$ cat src/rtl/fb_pkg.sv
// Shared definitions for the frame writer: FSM states and fixed AXI4 encodings.
package fb_pkg;

   typedef enum logic [1:0] {
      ST_IDLE = 2'd0,
      ST_AW   = 2'd1,
      ST_W    = 2'd2
   } fb_state_e;

   localparam logic [2:0] AXI_SIZE_8B     = 3'd3;
   localparam logic [1:0] AXI_BURST_INCR  = 2'b01;
   localparam logic [1:0] AXI_RESP_OKAY   = 2'b00;
   localparam int         BEAT_BYTES_LOG2 = 3;

endpackage

$ cat src/rtl/axi4_stream_if.sv
// 64-bit AXI4-Stream bundle carrying video words; tuser marks start of frame, tlast end of line.
interface axi4_stream_if;
   logic [63:0] tdata;
   logic [7:0]  tkeep;
   logic [7:0]  tstrb;
   logic        tuser;
   logic        tlast;
   logic        tvalid;
   logic        tready;

   modport master (output tdata, tkeep, tstrb, tuser, tlast, tvalid, input tready);
   modport slave  (input tdata, tkeep, tstrb, tuser, tlast, tvalid, output tready);
endinterface

$ cat src/rtl/frame_wr_burst.sv
// Turns a line-structured video stream into AXI4 INCR write bursts with bounded outstanding
// responses, padding short lines and flagging framing or response errors.
module frame_wr_burst
   import fb_pkg::*;
#(
   parameter int ADDR_W     = 32,
   parameter int LINE_WORDS = 480,
   parameter int BURST_LEN  = 16,
   parameter int MAX_OUTST  = 4
) (
   input  logic              clk_i,
   input  logic              rst_i,
   axi4_stream_if.slave      pkt_i,
   input  logic [ADDR_W-1:0] frame_base_i,
   output logic [ADDR_W-1:0] awaddr_o,
   output logic [7:0]        awlen_o,
   output logic [2:0]        awsize_o,
   output logic [1:0]        awburst_o,
   output logic              awvalid_o,
   input  logic              awready_i,
   output logic [63:0]       wdata_o,
   output logic [7:0]        wstrb_o,
   output logic              wlast_o,
   output logic              wvalid_o,
   input  logic              wready_i,
   input  logic [1:0]        bresp_i,
   input  logic              bvalid_i,
   output logic              bready_o,
   output logic              err_o,
   output logic              idle_o
);

   localparam int WL_W = $clog2(LINE_WORDS + 1);
   localparam int OS_W = $clog2(MAX_OUTST + 1);
   localparam logic [WL_W-1:0] LINE_WORDS_C = WL_W'(LINE_WORDS);

   fb_state_e         state_q, state_d;
   logic [ADDR_W-1:0] addr_q, addr_d;
   logic [WL_W-1:0]   wl_q, wl_d;
   logic [7:0]        awlen_q, awlen_d;
   logic [7:0]        beat_q, beat_d;
   logic [OS_W-1:0]   outst_q, outst_d;
   logic              awvalid_q, awvalid_d;
   logic              pad_q, pad_d;
   logic              eol_q, eol_d;
   logic              err_q, err_d;

   logic [WL_W-1:0]   wl_head;
   logic [8:0]        head_beats;
   logic [8:0]        burst_n;
   logic [31:0]       pos;
   logic [31:0]       wl_rem;
   logic              last_beat;
   logic              in_w;
   logic              w_hs;
   logic              str_hs;
   logic              aw_hs;
   logic              b_dec;

   assign in_w      = (state_q == ST_W);
   assign last_beat = (beat_q == awlen_q);
   assign burst_n   = 9'(awlen_q) + 9'd1;
   // Words still owed to the line at the current beat, counting this one.
   assign pos       = 32'(wl_q) - 32'(beat_q);
   assign wl_rem    = 32'(wl_q) - 32'(burst_n);

   assign wvalid_o     = in_w && (pad_q || pkt_i.tvalid);
   assign pkt_i.tready = in_w && !pad_q && wready_i;
   assign wdata_o      = pkt_i.tdata;
   assign wstrb_o      = (in_w && !pad_q) ? (pkt_i.tkeep & pkt_i.tstrb) : 8'h00;
   assign wlast_o      = in_w && last_beat;

   assign w_hs   = wvalid_o && wready_i;
   assign str_hs = pkt_i.tready && pkt_i.tvalid;
   assign aw_hs  = awvalid_q && awready_i;
   assign b_dec  = bvalid_i && (outst_q != '0);

   assign awaddr_o  = addr_q;
   assign awlen_o   = awlen_q;
   assign awsize_o  = AXI_SIZE_8B;
   assign awburst_o = AXI_BURST_INCR;
   assign awvalid_o = awvalid_q;
   assign bready_o  = 1'b1;
   assign err_o     = err_q;
   assign idle_o    = (state_q == ST_IDLE) && (outst_q == '0);

   always_comb begin
      wl_head    = pkt_i.tuser ? LINE_WORDS_C : wl_q;
      head_beats = (32'(wl_head) < 32'(BURST_LEN)) ? 9'(wl_head) : 9'(BURST_LEN);

      state_d   = state_q;
      addr_d    = addr_q;
      wl_d      = wl_q;
      awlen_d   = awlen_q;
      beat_d    = beat_q;
      awvalid_d = awvalid_q;
      pad_d     = pad_q;
      eol_d     = eol_q;
      err_d     = err_q;
      outst_d   = outst_q;

      case (state_q)
         ST_IDLE: begin
            if (pkt_i.tvalid && (outst_q < OS_W'(MAX_OUTST))) begin
               if (pkt_i.tuser) begin
                  addr_d = frame_base_i;
                  wl_d   = LINE_WORDS_C;
               end
               awlen_d   = 8'(head_beats - 9'd1);
               awvalid_d = 1'b1;
               beat_d    = 8'd0;
               state_d   = ST_AW;
            end
         end
         ST_AW: begin
            if (awready_i) begin
               awvalid_d = 1'b0;
               state_d   = ST_W;
            end
         end
         ST_W: begin
            if (str_hs) begin
               if ((beat_q != 8'd0) && pkt_i.tuser) begin
                  err_d = 1'b1;
               end
               if (pkt_i.tlast && (pos > 32'd1)) begin
                  err_d = 1'b1;
                  eol_d = 1'b1;
                  pad_d = !last_beat;
               end
               // A word that must end the line but lacks tlast still closes it.
               if (!pkt_i.tlast && (pos == 32'd1)) begin
                  err_d = 1'b1;
               end
            end
            if (w_hs) begin
               beat_d = beat_q + 8'd1;
               if (last_beat) begin
                  addr_d  = addr_q + (ADDR_W'(burst_n) << BEAT_BYTES_LOG2);
                  wl_d    = (eol_d || (wl_rem == 32'd0)) ? LINE_WORDS_C : WL_W'(wl_rem);
                  beat_d  = 8'd0;
                  pad_d   = 1'b0;
                  eol_d   = 1'b0;
                  state_d = ST_IDLE;
               end
            end
         end
         default: state_d = ST_IDLE;
      endcase

      if (bvalid_i && (bresp_i != AXI_RESP_OKAY)) begin
         err_d = 1'b1;
      end

      if (aw_hs && !b_dec) begin
         outst_d = outst_q + OS_W'(1);
      end else if (!aw_hs && b_dec) begin
         outst_d = outst_q - OS_W'(1);
      end
   end

   always_ff @(posedge clk_i or posedge rst_i) begin
      if (rst_i) begin
         state_q   <= ST_IDLE;
         addr_q    <= '0;
         wl_q      <= LINE_WORDS_C;
         awlen_q   <= 8'd0;
         beat_q    <= 8'd0;
         outst_q   <= '0;
         awvalid_q <= 1'b0;
         pad_q     <= 1'b0;
         eol_q     <= 1'b0;
         err_q     <= 1'b0;
      end else begin
         state_q   <= state_d;
         addr_q    <= addr_d;
         wl_q      <= wl_d;
         awlen_q   <= awlen_d;
         beat_q    <= beat_d;
         outst_q   <= outst_d;
         awvalid_q <= awvalid_d;
         pad_q     <= pad_d;
         eol_q     <= eol_d;
         err_q     <= err_d;
      end
   end

endmodule
$ cat src/flat_wrapper.sv
// flat-port wrapper written by rule: the top's interface ports become plain ports
module frame_wr_burst_flat import fb_pkg::*;
#(
   parameter int ADDR_W     = 32,
   parameter int LINE_WORDS = 480,
   parameter int BURST_LEN  = 16,
   parameter int MAX_OUTST  = 4
)
  (clk_i, rst_i, frame_base_i, awaddr_o, awlen_o, awsize_o, awburst_o, awvalid_o, awready_i, wdata_o, wstrb_o, wlast_o, wvalid_o, wready_i, bresp_i, bvalid_i, bready_o, err_o, idle_o, pkt_i_tdata, pkt_i_tkeep, pkt_i_tstrb, pkt_i_tuser, pkt_i_tlast, pkt_i_tvalid, pkt_i_tready);
  axi4_stream_if pkt_i_i ();
  input  logic clk_i;
  input  logic rst_i;
  input  logic [ADDR_W-1:0] frame_base_i;
  output logic [ADDR_W-1:0] awaddr_o;
  output logic [7:0] awlen_o;
  output logic [2:0] awsize_o;
  output logic [1:0] awburst_o;
  output logic awvalid_o;
  input  logic awready_i;
  output logic [63:0] wdata_o;
  output logic [7:0] wstrb_o;
  output logic wlast_o;
  output logic wvalid_o;
  input  logic wready_i;
  input  logic [1:0] bresp_i;
  input  logic bvalid_i;
  output logic bready_o;
  output logic err_o;
  output logic idle_o;
  input wire logic [$bits(pkt_i_i.tdata)-1:0] pkt_i_tdata;
  input wire logic [$bits(pkt_i_i.tkeep)-1:0] pkt_i_tkeep;
  input wire logic [$bits(pkt_i_i.tstrb)-1:0] pkt_i_tstrb;
  input wire logic [$bits(pkt_i_i.tuser)-1:0] pkt_i_tuser;
  input wire logic [$bits(pkt_i_i.tlast)-1:0] pkt_i_tlast;
  input wire logic [$bits(pkt_i_i.tvalid)-1:0] pkt_i_tvalid;
  output wire logic [$bits(pkt_i_i.tready)-1:0] pkt_i_tready;
  assign pkt_i_i.tdata = pkt_i_tdata;
  assign pkt_i_i.tkeep = pkt_i_tkeep;
  assign pkt_i_i.tstrb = pkt_i_tstrb;
  assign pkt_i_i.tuser = pkt_i_tuser;
  assign pkt_i_i.tlast = pkt_i_tlast;
  assign pkt_i_i.tvalid = pkt_i_tvalid;
  assign pkt_i_tready = pkt_i_i.tready;
  frame_wr_burst #(.ADDR_W(ADDR_W), .LINE_WORDS(LINE_WORDS), .BURST_LEN(BURST_LEN), .MAX_OUTST(MAX_OUTST)) u_core (.clk_i(clk_i), .rst_i(rst_i), .pkt_i(pkt_i_i), .frame_base_i(frame_base_i), .awaddr_o(awaddr_o), .awlen_o(awlen_o), .awsize_o(awsize_o), .awburst_o(awburst_o), .awvalid_o(awvalid_o), .awready_i(awready_i), .wdata_o(wdata_o), .wstrb_o(wstrb_o), .wlast_o(wlast_o), .wvalid_o(wvalid_o), .wready_i(wready_i), .bresp_i(bresp_i), .bvalid_i(bvalid_i), .bready_o(bready_o), .err_o(err_o), .idle_o(idle_o));
endmodule
$ cat config.mk
export PLATFORM = sky130hd
export DESIGN_NAME = frame_wr_burst_flat
export DESIGN_NICKNAME = d
export VERILOG_FILES = /design/src/rtl/fb_pkg.sv /design/src/rtl/axi4_stream_if.sv /design/src/rtl/frame_wr_burst.sv /design/src/flat_wrapper.sv
export SDC_FILE = /design/constraint.sdc
export NUM_CORES = 1
export LEC_CHECK = 0
export ABC_AREA = 1
export CAP_MARGIN = 40
export CORE_MARGIN = 1
export CORE_UTILIZATION = 48
export CTS_CLUSTER_SIZE = 25
export DETAILED_ROUTE_END_ITERATION = 16
export PLACE_DENSITY = 0.9
export SYNTH_ARGS = -nofsm -noshare
export SYNTH_HDL_FRONTEND = slang
export SYNTH_SLANG_ARGS = --single-unit
$ cat constraint.sdc
create_clock -name clk_i -period 5.8 [get_ports clk_i]
set_clock_uncertainty 0.15 [all_clocks]
set_input_delay 1.16 -clock clk_i [delete_from_list [all_inputs] [get_ports clk_i]]
set_output_delay 1.16 -clock clk_i [all_outputs]
set_load 0.005 [all_outputs]
Word-level counts from Yosys, hierarchy flattened
Index checks and enable logic that the tools add are counted.

Flip-flop bits (word level): 66. Input port bits: 122. Output and inout port bits: 124. Logic and storage cells: 115.

Add/subtract/negate cells: 8. Magnitude comparators: 3. Equality and inequality tests: 9. Mux-type cells: 42. Bitwise logic cells: 1. Reduce and logical (&&, ||, !) cells: 42.

Operator list (number): 32-bit two-way mux (4); 32-bit case mux with 2 select lines (1); 9-bit two-way mux (5); 8-bit two-way mux (5); 32-bit by 12-bit adder with 32-bit output (1); 32-bit by 1-bit equality test with 1-bit output, second input constant (1); 32-bit by 1-bit > comparator with 1-bit output, second input constant (1); 32-bit logical NOT (1); 9-bit case mux with 2 select lines (1); 1-bit two-way mux (17); 1-bit logical AND (16); 8-bit case mux with 2 select lines (1); 2-bit nonzero test (6); 9-bit by 8-bit subtractor with 10-bit output (1); 9-bit by 9-bit subtractor with 10-bit output (1); 8-bit by 1-bit adder with 9-bit output, second input constant (1); 9-bit by 5-bit < comparator with 1-bit output, second input constant (1); 3-bit AND reduction (3); 8-bit by 1-bit adder with 8-bit output, second input constant (1); 8-bit AND (1); 8-bit equality test (1); 2-bit two-way mux (4); 2-bit inequality test, second input constant (4); 4-bit AND reduction (2); other kinds (19) (25).

Longest topological paths before layout
Gate-level depths: netlist (run 1).

Word-level depth: 11. Mapped depth: 18. Depth with buffers taken out: 18.

Least setup slack after synthesis (run 1)
No wires, ideal clock.

Path type: register to register. Start point: register u_core.awlen_q[0], in the netlist u_core.awlen_o[0]. End point: register u_core.addr_q[14], in the netlist u_core.awaddr_o[14]. Setup time: 0.119 ns. Arrival: 2.549 ns. Data required time: 5.531 ns. Setup slack: 2.982 ns. Cell stages (with the launch flop): 16. Buffers on the path: 0. Clock period less this slack: 2.818 ns. Cells stage by stage: dfrtp_1 ha_1 nand3_1 nor3_1 xor2_1 inv_1 ha_1 a21oi_1 nand2_1 a21oi_1 inv_1 a31oi_1 nor2_1 nor2_1 nor2_1 o21a_1.

Word-level cells in the longest chain between the ends: 5. Elaborated cells between the ends (all ways): 8. Classes of those cells: add/sub: 2; eq/ne: 2; mux: 3; reduce/logical: 1.

Ends and longest elaborated chain: from (decl) (line frame_wr_burst.sv:40) `logic [7:0] awlen_q, awlen_d;`; from (signal assigned) (line frame_wr_burst.sv:178) `awlen_q <= awlen_d;`; 8-bit by 1-bit adder with 9-bit output (line frame_wr_burst.sv:62) `assign burst_n = 9'(awlen_q) + 9'd1;`; 32-bit by 12-bit adder with 32-bit output (line frame_wr_burst.sv:139) `addr_d = addr_q + (ADDR_W'(burst_n) << BEAT_BYTES_LOG2);`; 32-bit two-way mux (line frame_wr_burst.sv:138) `if (last_beat) begin`; 32-bit two-way mux (line frame_wr_burst.sv:136) `if (w_hs) begin`; 32-bit case mux with 2 select lines (line frame_wr_burst.sv:102) `case (state_q)`; to (signal assigned) (line frame_wr_burst.sv:176) `addr_q <= addr_d;`; to (decl) (line frame_wr_burst.sv:38) `logic [ADDR_W-1:0] addr_q, addr_d;`.

Several ways; a longest one is shown, not always the timed one. The select of a mux whose other input is x is not followed. A chain may end at the register's enable or synchronous reset.

Final worst setup path (run 1)
Start point: register u_core.state_q[0]. End point: output port pkt_i_tready.

Word-level cells in the longest chain between the ends: 3.

Ends and longest elaborated chain: from (decl) (line frame_wr_burst.sv:37) `fb_state_e state_q, state_d;`; from (signal assigned) (line frame_wr_burst.sv:175) `state_q <= state_d;`; 2-bit equality test (line frame_wr_burst.sv:60) `assign in_w = (state_q == ST_W);`; 1-bit logical AND (2 in a row) (line frame_wr_burst.sv:68) `assign pkt_i.tready = in_w && !pad_q && wready_i;`; to (decl) (line flat_wrapper.sv:36) `output wire logic [$bits(pkt_i_i.tready)-1:0] pkt_i_tready;`.

No other way between the ends.

==> results.md, run 1 <==
- Status: finished clean
- TritonCTS Buffers: 9
- Top_reg_cell synth: dfrtp_1
- Final Hold Fails: 0
- Count of cell types in the netlist: 46
- CP Class: flip-flop to primary output
- Final min period: 4.06 ns
- Die span in y: 115 um
- Post-synth EDFFs: 0
- Setup crit end kind: primary output
- Number of global-route vias before repair: roughly 5,900
- Most frequent cells in the layout: nand2_1 (190), clkdlybuf4s50_1 (111), inv_1 (101), nor2_1 (101), dfrtp_1 (62)
- Initial antenna violation count: 0
- Setup ws final: 1.74 ns
- Worst ir drop on vdd: 360 uV
- #FFs+latches synth: 66
- Root buffer selected by CTS: clkbuf_16
- Int Pwr: 2.03 mW
- Sequential area share after synthesis: 0.272
- Cell Pwr Density: 573 nW/um^2
- Total GRT Usage: 0.268
- DP HPWL: 12.9 mm
- DR iter-0 viols: about 660
- YS warnings: 0
- Static Leak: 3.24 nW
- Rows: 40
- Wire length per cell: 15.5 um
- DRC viols: 0
- Syn-to-layout area delta: 16.3%
- Clk slew on worst S/H paths: 0.06 ns
- Vias: 6,069
- Core Area: about 12,000 sq um
- Sequential share of power: 0.236
- Area of the die: 13,200 sq um
- Post-CTS Resized: 0
- RSZ-0062 raised after global routing: false
- Nets@finish: 1,084
- Antenna Nets Post-Route: 0
- Worst Max-Slew Pin Slew: approximately 0.93 ns
- Post-Synthesis Cells: 888
- Number of antenna diodes: 0
- CTS Sinks: 66
- Port Buf Inserts: 111
- Via density: 5.52
- Maximum clock path buffer count: 2
- Most common cell after layout, fill and taps aside: nand2_1
- Number of max-cap violations: 0
- Final Max Slew Viols: 0
- WHS: 0.301 ns
- Post-Place Setup Slack: 1.69 ns
- Fmax: 246 MHz
- Period utilization: 0.701
- Share of cells above drive strength 1: 0.0676
- Total power: 4.07 mW
- Relative slew margins: 0.378
- Startpoint types: flip-flop
- Pre-Repair DR Iteration Count: 6
- Fin util: 0.581
- First-pass GRT wire length: roughly 28 mm
- Combinational share of power: 0.636
- Ys async rst share: 1.00
- Hold WC Path Type: flip-flop to flip-flop
- Worst Path Max Fanout: 45
- Post-synth design cell area: 6100 sq um
- TritonCTS clock tree: yes
- Hold_buf cts: 0
- NetSw: 2.03 mW
- Initial core utilization: 0.499
- Die width: 115 um
- Switching Fraction: 0.500
- Largest net degree at the start of global routing: between 40 and 50
- Worst EP arrival: 2.75 ns
- Required time worst endpoint: 4.49 ns
- H-Tree Depth: 3
- Post-CTS setup buffers: 0
- Final Setup Violations: 0
- Clock latency on the worst-skew pair: 0.34 ns
- Avg Cell Area, Syn: 6.87 sq um
- Top-level I/O count: 246
- Overflow left after global routing: 0
- Routed wire length: 17.0 mm
- Post-Route Setup TNS: 0 ns
- RePlAce Congestion: 0.967
- Clock power frac: 0.128
==> per-stage QoR <==
stage / cell area, sq um / instances
5_1_grt: 7100 / 1100
4_1_cts: 7100 / 1100
2_1_floorplan: 6110 / 892
3_5_place_dp: 6820 / 1084
6_report: 7100 / 1100
3_3_place_gp: 6820 / 1084
==> cell usage after synthesis (all sizes together) (2+ instances only) <==
cell type / count / area share
nand3b: 10 / 0.012
dfstp: 4 / 0.017
dfrtp: 62 / 0.25
conb: 2 / 0.0012
mux2: 4 / 0.0074
xor2: 16 / 0.023
a21oi: 49 / 0.043
nor3: 23 / 0.021
nor4: 6 / 0.0086
nor2: 105 / 0.067
or2: 6 / 0.0062
o22ai: 5 / 0.0051
o21ai: 50 / 0.045
o21a: 3 / 0.0037
a21o: 3 / 0.0037
a31oi: 12 / 0.012
xnor2: 6 / 0.0086
inv: 109 / 0.067
nand2: 193 / 0.12
nand4: 26 / 0.027
o211ai: 7 / 0.012
ha: 31 / 0.064
fa: 4 / 0.013
buf: 81 / 0.099
nand3: 57 / 0.047
clkbuf: 8 / 0.0049
==> power groups by stage <==
stage | clock network (mW) | registers, mW | logic (mW)
floorplan | 0 | 0.884 | 1.84
CTS | 0.518 | 0.953 | 2.56
detailed placement | 0 | 0.958 | 2.53
finish | 0.520 | 0.959 | 2.59
global placement | 0 | 0.947 | 2.45
global route | 0.542 | 0.992 | 2.90
==> metal layers <==
metal  global-route usage  wire (um)  up-vias
li1                     -          -     2916
met1                0.338       7130     2789
met2                0.438       7920      293
met3               0.0561       1380       71
met4                0.134        617        0
met5                    0          0        -
==> kinds of logic after synthesis <==
| family | after synthesis | synth area share |
|---|---|---|
| AND/OR/NAND/NOR | 427 | 0.310 |
| buffers and inverters | 199 | 0.172 |
| AO/OA/AOI/OAI | 133 | 0.129 |
| flip-flops | 66 | 0.272 |
| adder cells (fa/ha/maj) | 35 | 0.0767 |
| XOR/XNOR | 22 | 0.0316 |
| multiplexers | 4 | 0.00738 |
| other | 2 | 0.00123 |
==> sequential cells by signal, indices dropped and copies added (netlist names) <==
name	cells
u_core.err_o	1
u_core.eol_q	1
u_core.pad_q	1
u_core.awvalid_o	1
u_core.awaddr_o	32
u_core.state_q	2
u_core.awlen_o	8
u_core.outst_q	3
u_core.beat_q	8
u_core.wl_q	9
==> final cells by class <==
| type | instances | area [sq um] |
|---|---|---|
| Clock buffer | 10 | 239 |
| Tap cell | 168 | 210 |
| Fill cell | 1137 | 5110 |
| Timing Repair Buffer | 113 | 1130 |
| Inverter | 110 | 413 |
| Sequential cell | 66 | 1660 |
| Multi-Input combinational cell | 627 | 3410 |
| Clock inverter | 6 | 41.3 |
==> worst max-delay path, cell delays in order (launching register included) <==
cell,delay (ns)
dfrtp_1,0.44
nor2_4,0.12
buf_4,0.41
inv_2,0.43
nor2_1,0.22
inv_2,0.11
nor2_1,0.14
clkdlybuf4s50_1,0.51
==> worst paths after layout <==
path                              startpoint  cells past startpoint                  to  slack, ns
max reg2reg                u_core.state_q[0]                     12  u_core.awaddr_o[9]       1.98
min                             u_core.err_o                      1        u_core.err_o       0.30
max in group asynchronous              rst_i                      3      u_core.wl_q[6]       3.45
max                        u_core.state_q[0]                      7        pkt_i_tready       1.74
min in group asynchronous              rst_i                      2  u_core.awaddr_o[0]       1.10
min reg2reg                     u_core.err_o                      1        u_core.err_o       0.30
No activity file was read; power rests on OpenSTA's default activity.
==> run 2: changes to the inputs <==
--- a/config.mk
+++ b/config.mk
@@ -8,10 +8,10 @@
 export ABC_AREA = 1
 export CAP_MARGIN = 40
 export CORE_MARGIN = 1
-export CORE_UTILIZATION = 48
+export CORE_UTILIZATION = 45
 export CTS_CLUSTER_SIZE = 25
 export DETAILED_ROUTE_END_ITERATION = 16
-export PLACE_DENSITY = 0.9
+export PLACE_DENSITY = 0.85
 export SYNTH_ARGS = -nofsm -noshare
 export SYNTH_HDL_FRONTEND = slang
 export SYNTH_SLANG_ARGS = --single-unit
==> constraint.sdc (replaced) <==
create_clock -name clk_i -period 3.9 [get_ports clk_i]
set_clock_uncertainty 0.15 [all_clocks]
set_input_delay 0.78 -clock clk_i [delete_from_list [all_inputs] [get_ports clk_i]]
set_output_delay 0.78 -clock clk_i [all_outputs]
set_load 0.005 [all_outputs]
==> run 2 against run 1 <==
Final area rose by 1.5%. First-iteration DRC count fell by 18%. Via count increased by 0.44%. Flip-flop and latch count unchanged. Non-clock buffer count up 6. Total power increased by 52%. Cell count grew 1.3%. Register-to-register slack worse by 1.4 ns. Critical path type is now flip-flop to flip-flop. Critical path depth rose by 8. Setup slack lost 1.2 ns. Critical endpoint is now u_core.awaddr_o[26]. Die area is 6.6% higher.
==> results.md, run 2 (synthesis gave the netlist of run 1 again) <==
- Startpoint types: flip-flop
- TritonCTS Buffers: 9
- Clk slew on worst S/H paths: 0.06 ns
- Post-CTS setup buffers: 0
- Largest net degree at the start of global routing: 45
- Routed wire length: 16.5 mm
- DRC viols: 0
- Overflow left after global routing: 0
- NetSw: between 3 and 4 mW
- Status: finished clean
- Die width: 118 um
- Cell Pwr Density: between 800 and 900 nW/um^2
- Fmax: 297 MHz
- Final Max Slew Viols: 0
- Number of max-cap violations: 0
- Post-Route Setup TNS: 0 ns
- Total power: 6.19 mW
- Sequential share of power: 0.229
- DP HPWL: 12.6 mm
- Most common cell after layout, fill and taps aside: nand2_1
- Hold_buf cts: 0
- Hold WC Path Type: flip-flop to flip-flop
- Share of cells above drive strength 1: 0.0736
- Max FFs per register: 32
- Core Area: 13,200 sq um
- Root buffer selected by CTS: clkbuf_16
- Maximum clock path buffer count: 2
- RePlAce Congestion: between 0.9 and 1
- Int Pwr: 3.17 mW
- Switching Fraction: 0.488
- Post-CTS Resized: 0
- Syn-to-layout area delta: 18.1%
- Clock latency on the worst-skew pair: 0.34 ns
- Via density: 5.47
- Die span in y: 118 um
- Rows: 42
- Final min period: 3.37 ns
- Number of global-route vias before repair: 5,748
- RSZ-0062 raised after global routing: false
- Setup crit end kind: flip-flop
- Final Setup Violations: 0
- Initial antenna violation count: 0
- Top-level I/O count: ~250
- Period utilization: 0.864
- Pre-Repair DR Iteration Count: 5
- Number of antenna diodes: 0
- Worst Max-Slew Pin Slew: 0.549 ns
- DR iter-0 viols: 545
- Worst EP arrival: between 3 and 4 ns
- First-pass GRT wire length: between 20 and 30 mm
- Nets@finish: roughly 1,100
- Fin util: 0.544
- Antenna Nets Post-Route: 0
- Final Hold Fails: 0
- H-Tree Depth: 3
- Static Leak: between 3 and 4 nW
- Combinational share of power: 0.629
- TritonCTS clock tree: yes
- Relative slew margins: 0.630
- Worst ir drop on vdd: 490 uV
- Worst Path Max Fanout: 6
- CP Class: flip-flop to flip-flop
- Most frequent cells in the layout: nand2_1 (190), clkdlybuf4s50_1 (111), inv_1 (101), nor2_1 (101), dfrtp_1 (62)
- Vias: 6,096
- Port Buf Inserts: ~110
- Wire length per cell: 14.8 um
- CTS Sinks: 66
- Clock power frac: 0.141
- Area of the die: around 14,000 sq um
- Design area: 7200 sq um
- Placed cell area: 6880 sq um
- Required time worst endpoint: 4.02 ns
- Initial core utilization: 0.461
- Total GRT Usage: 0.240
==> run 2: power groups by stage <==
stage | Sequential (mW) | Combinational (mW) | Clock [mW]
6_report | 1.42 | 3.89 | 0.875
5_1_grt | 1.46 | 4.39 | 0.905
4_1_cts | 1.41 | 3.86 | 0.883
3_5_place_dp | 1.41 | 3.79 | 0
3_3_place_gp | 1.40 | 3.69 | 0
2_1_floorplan | 1.31 | 2.73 | 0
==> run 2: worst max-delay path, stage by stage, from the launching register on <==
cell and delay (ns):
dfrtp_1 0.43, ha_1 0.21, nand3_1 0.16, nor3_1 0.23
xor2_1 0.25, inv_1 0.10, ha_1 0.40, nand2_1 0.11
nor2_1 0.15, a21oi_1 0.09, inv_1 0.13, nand3_1 0.15
a21oi_2 0.33, xor2_1 0.20, nor2_1 0.07, o21ai_1 0.14
==> run 2: routing by layer <==
metal,GRT usage,part of all wire,routed length (um),vias to the layer above
met3,0.0487,0.076,1250,55
li1,-,-,-,2932
met4,0.101,0.033,537,0
met1,0.303,0.42,6970,2831
met5,0,0,0,-
met2,0.399,0.47,7760,278
==> run 2: through the flow <==
stage	hold WS (ns)	cells	setup slack, ns
2_1_floorplan	0.301	892	1.08
3_3_place_gp	0.296	1098	0.765
3_5_place_dp	0.300	1098	0.649
4_1_cts	0.312	1114	0.603
5_1_grt	0.333	1114	0.281
6_report	0.311	1114	0.532
==> run 2: final timing paths <==
| kind | slack, ns | depth (start not counted) | from | to |
|---|---|---|---|---|
| min in group asynchronous | 0.59 | 2 | rst_i | u_core.awaddr_o[28] |
| max in group asynchronous | 2.30 | 3 | rst_i | u_core.beat_q[7] |
| min | 0.31 | 1 | u_core.err_o | u_core.err_o |
| max reg2reg | 0.53 | 15 | u_core.awlen_o[1] | u_core.awaddr_o[26] |
| max | 0.53 | 15 | u_core.awlen_o[1] | u_core.awaddr_o[26] |
| min reg2reg | 0.31 | 1 | u_core.err_o | u_core.err_o |
==> run 2: cell type report <==
cell class | instances | area (sq um)
inverter | 110 | 413
clock buffer | 9 | 225
fill | 1243 | 6040
clock inverter | 7 | 93.8
timing repair buffer | 119 | 1180
tap | 176 | 220
sequential | 66 | 1660
multi-input combinational | 627 | 3410
==> run 3: changes to the inputs <==
--- a/config.mk
+++ b/config.mk
@@ -5,13 +5,14 @@
 export SDC_FILE = /design/constraint.sdc
 export NUM_CORES = 1
 export LEC_CHECK = 0
-export ABC_AREA = 1
+export ABC_AREA = 0
 export CAP_MARGIN = 40
 export CORE_MARGIN = 1
-export CORE_UTILIZATION = 45
+export CORE_UTILIZATION = 43
 export CTS_CLUSTER_SIZE = 25
 export DETAILED_ROUTE_END_ITERATION = 16
 export PLACE_DENSITY = 0.85
+export SKIP_LAST_GASP = 1
 export SYNTH_ARGS = -nofsm -noshare
 export SYNTH_HDL_FRONTEND = slang
 export SYNTH_SLANG_ARGS = --single-unit
==> run 3 against run 2 <==
Combinational power fell by 20%. Critical path type unchanged. Critical path depth shrank 3. Critical endpoint is now u_core.wl_q[8]. Wire length shrank 10%. Core utilization up 0.10 points. Non-clock buffer count increased by 3. Global-route usage down 0.81 points. Flip-flop and latch count stayed put. Sequential share of layout area increased by 2.1 points. First-iteration DRC count decreased by 45%. Clock power is 18% higher. Maximum frequency fell by 6.9%. Largest cell class unchanged.
==> results.md, run 3 <==
- Die width: between 100 and 150 um
- Share of cells above drive strength 1: 0.0721
- CTS Sinks: between 60 and 70
- DP HPWL: 10.7 mm
- Hold_buf cts: 0
- Initial antenna violation count: 0
- R2r endpoint: u_core.wl_q[8]
- CP Class: flip-flop to flip-flop
- Hold WC Path Type: flip-flop to flip-flop
- Proportion of synthesized area in mux cells: 0.0114
- Post-CTS Resized: 0
- Root buffer selected by CTS: clkbuf_16
- Syn-to-layout area delta: 22.3%
- Top-area cell type share of the netlist area: 0.288
- Synth Area in Adders: 0.0867
- Number of max-cap violations: 0
- Static Leak: 2.81 nW
- Top_reg_cell synth: dfrtp_1
- RePlAce Congestion: 0.883
- Via density: approximately 5.6
- Sequential share of power: 0.250
- Number of antenna diodes: 0
- Number of global-route vias before repair: between 4,000 and 5,000
- Relative slew margins: 0.467
- Final Max Slew Viols: 0
- Port Buf Inserts: 111
- NetSw: 2.36 mW
- Most common cell after layout, fill and taps aside: clkdlybuf4s50_1
- Overflow left after global routing: 0
- Count of cell types in the netlist: between 60 and 70
- Top-level I/O count: 246
- Final Hold Fails: 0
- YS warnings: 0
- Pre-Repair DR Iteration Count: 5
- Post-synthesis compound-gate area fraction: 0.195
- Post-Synthesis Cells: 656
- Clk slew on worst S/H paths: 0.06 ns
- Cell Pwr Density: 838 nW/um^2
- Max FFs per register: 32
- Combinational share of power: 0.564
- Top cells by count, synth: nand2_1 (75), buf_4 (70), nor2_1 (65)
- Largest family of logic cells by synthesized area: simple AND/OR/NAND/NOR gates
- Worst ir drop on vdd: 354 uV
- Post-Route Setup TNS: 0 ns
- Routed wire length: 14.8 mm
- Post-CTS setup buffers: 0
- Hold Path End: u_core.awaddr_o[2]
- Ys async rst share: 1.00
- DRC viols: 0
- Synth area leader: dfrtp_1
- Final Setup Violations: 0
- FF-to-FF path depth: 12
- Most frequent cells in the layout: clkdlybuf4s50_1 (111), nand2_1 (75), nor2_1 (65)
- TritonCTS clock tree: yes
- Nets@finish: 859
- First-pass GRT wire length: 23.8 mm
- Design area: 6600 sq um
- Startpoint types: flip-flop
- Post-Synth Simple-Gate Area: 0.200
- Final min period: 3.62 ns
- Period utilization: 0.928
- Maximum clock path buffer count: 2
- Clock latency on the worst-skew pair: around 0.34 ns
- Synth Area in XOR/XNOR: 0.0649
- Initial core utilization: 0.446
- Sequential area share after synthesis: 0.307
- Clock power frac: 0.186
- Reg2reg start: u_core.wl_q[0]
- Reg-to-reg slack, setup: roughly 0.28 ns
- HP Start: u_core.awaddr_o[2]
- Fmax: about 280 MHz
- Required time worst endpoint: 3.98 ns
- Status: finished clean
- Placed cell area: 6220 sq um
- Fillers: 1,099
- Hold path depth: 2
- TritonCTS Buffers: 9
- Int Pwr: 3.17 mW
- Count leader, synth: nand2_1
- Switching Fraction: 0.426
- Area of the die: 13,000 sq um
- Setup crit end kind: flip-flop
- Vias: 4,925
- Avg Cell Area, Syn: approximately 8 sq um
- Total GRT Usage: 0.232
- Post-synth design cell area: 5400 sq um
- Worst Path Max Fanout: 5
- Rows: 40
- Synth top area cells: dfrtp_1 (29%), buf_4 (9.7%), ha_1 (7.2%)
- Core Area: 12,100 sq um
- H-Tree Depth: 3
- #FFs+latches synth: 66
- RSZ-0062 raised after global routing: false
- Worst Max-Slew Pin Slew: 0.792 ns
- Die span in y: around 110 um
- Largest net degree at the start of global routing: 41
- Post-synth EDFFs: 0
- DR iter-0 viols: 301
- Worst EP arrival: about 3.7 ns
- Antenna Nets Post-Route: 0
- Wire length per cell: ~17 um
-- run 3: cell types whose count changed after synthesis, moves of 6 or more --
| cell | delta |
|---|---|
| inv_2 | -7 |
| xnor2_1 | +14 |
| nand2_1 | -115 |
| clkbuf_1 | +10 |
| a31oi_1 | -6 |
| nor2_1 | -36 |
| nand3b_1 | -8 |
| nand3_1 | -44 |
| and3_1 | +14 |
| inv_1 | -74 |
| o21ai_2 | -6 |
| nand4_1 | -17 |
-- run 3: worst max path at each step --
stage,start,to,depth (start not counted)
3_5_place_dp,u_core.wl_q[0],u_core.wl_q[7],12
4_1_cts,u_core.wl_q[0],u_core.wl_q[8],12
2_1_floorplan,u_core.wl_q[0],u_core.wl_q[2],13
5_1_grt,u_core.wl_q[0],u_core.wl_q[8],12
3_3_place_gp,pkt_i_tvalid,u_core.wl_q[8],8
6_report,u_core.wl_q[0],u_core.wl_q[8],12
-- run 3: cells by family (layout without fill, tap and decap cells) --
group	count (synthesis)	in the layout
AND/OR/NAND/NOR	231	231
AO/OA/AOI/OAI	157	157
buffers and inverters	119	166
flip-flops	66	66
XOR/XNOR	40	40
adder cells (fa/ha/maj)	35	35
multiplexers	6	6
other	2	6
-- run 3: per-layer routing --
metal | track usage | wire [um] | vias to the layer above
met5 | 0 | 0 | -
met4 | 0.0996 | 427 | 0
met3 | 0.0425 | 943 | 45
met2 | 0.356 | 6880 | 215
met1 | 0.320 | 6530 | 2341
li1 | - | - | 2324
-- run 3: power groups by stage --
stage	clock network [mW]	logic [mW]	registers (mW)
after floorplan	0	2.18	1.25
after global placement	0	2.95	1.37
after detailed placement	0	3.04	1.37
after CTS	1.03	3.10	1.37
after global routing	1.06	3.44	1.43
final	1.03	3.12	1.38
-- run 3: area by class of cell --
type                       instances  area [sq um]  area share
clock buffer                      10           239      0.0362
sequential                        66          1660       0.251
inverter                          28           105      0.0159
multi-input combinational        475          3050       0.462
clock inverter                     6           136      0.0207
tap                              168           210      0.0318
timing repair buffer             122          1200       0.182
-- run 3: worst max-delay path, stage by stage (launching register included) --
cell and delay, ns:
dfrtp_1 0.43, inv_1 0.13, ha_1 0.18, inv_1 0.06
fa_1 0.42, a211oi_2 0.34, nor2_1 0.11, xor2_1 0.15
a2111o_1 0.37, nor4_1 0.29, o21ai_1 0.19, a2111oi_2 0.54
a22oi_1 0.16
-- run 3: per-stage QoR --
| stage | utilization | power, mW | std cells | worst slack [ns] | hold WS [ns] |
|---|---|---|---|---|---|
| after floorplan | - | 3.42 | 660 | 0.758 | 0.320 |
| after global placement | 0.513 | 4.32 | 858 | 0.497 | 0.313 |
| after detailed placement | 0.514 | 4.41 | 859 | 0.340 | 0.312 |
| after CTS | 0.545 | 5.50 | 875 | 0.278 | 0.327 |
| after global routing | 0.545 | 5.93 | 875 | 0.0188 | 0.341 |
| final | 0.545 | 5.53 | 875 | 0.283 | 0.327 |
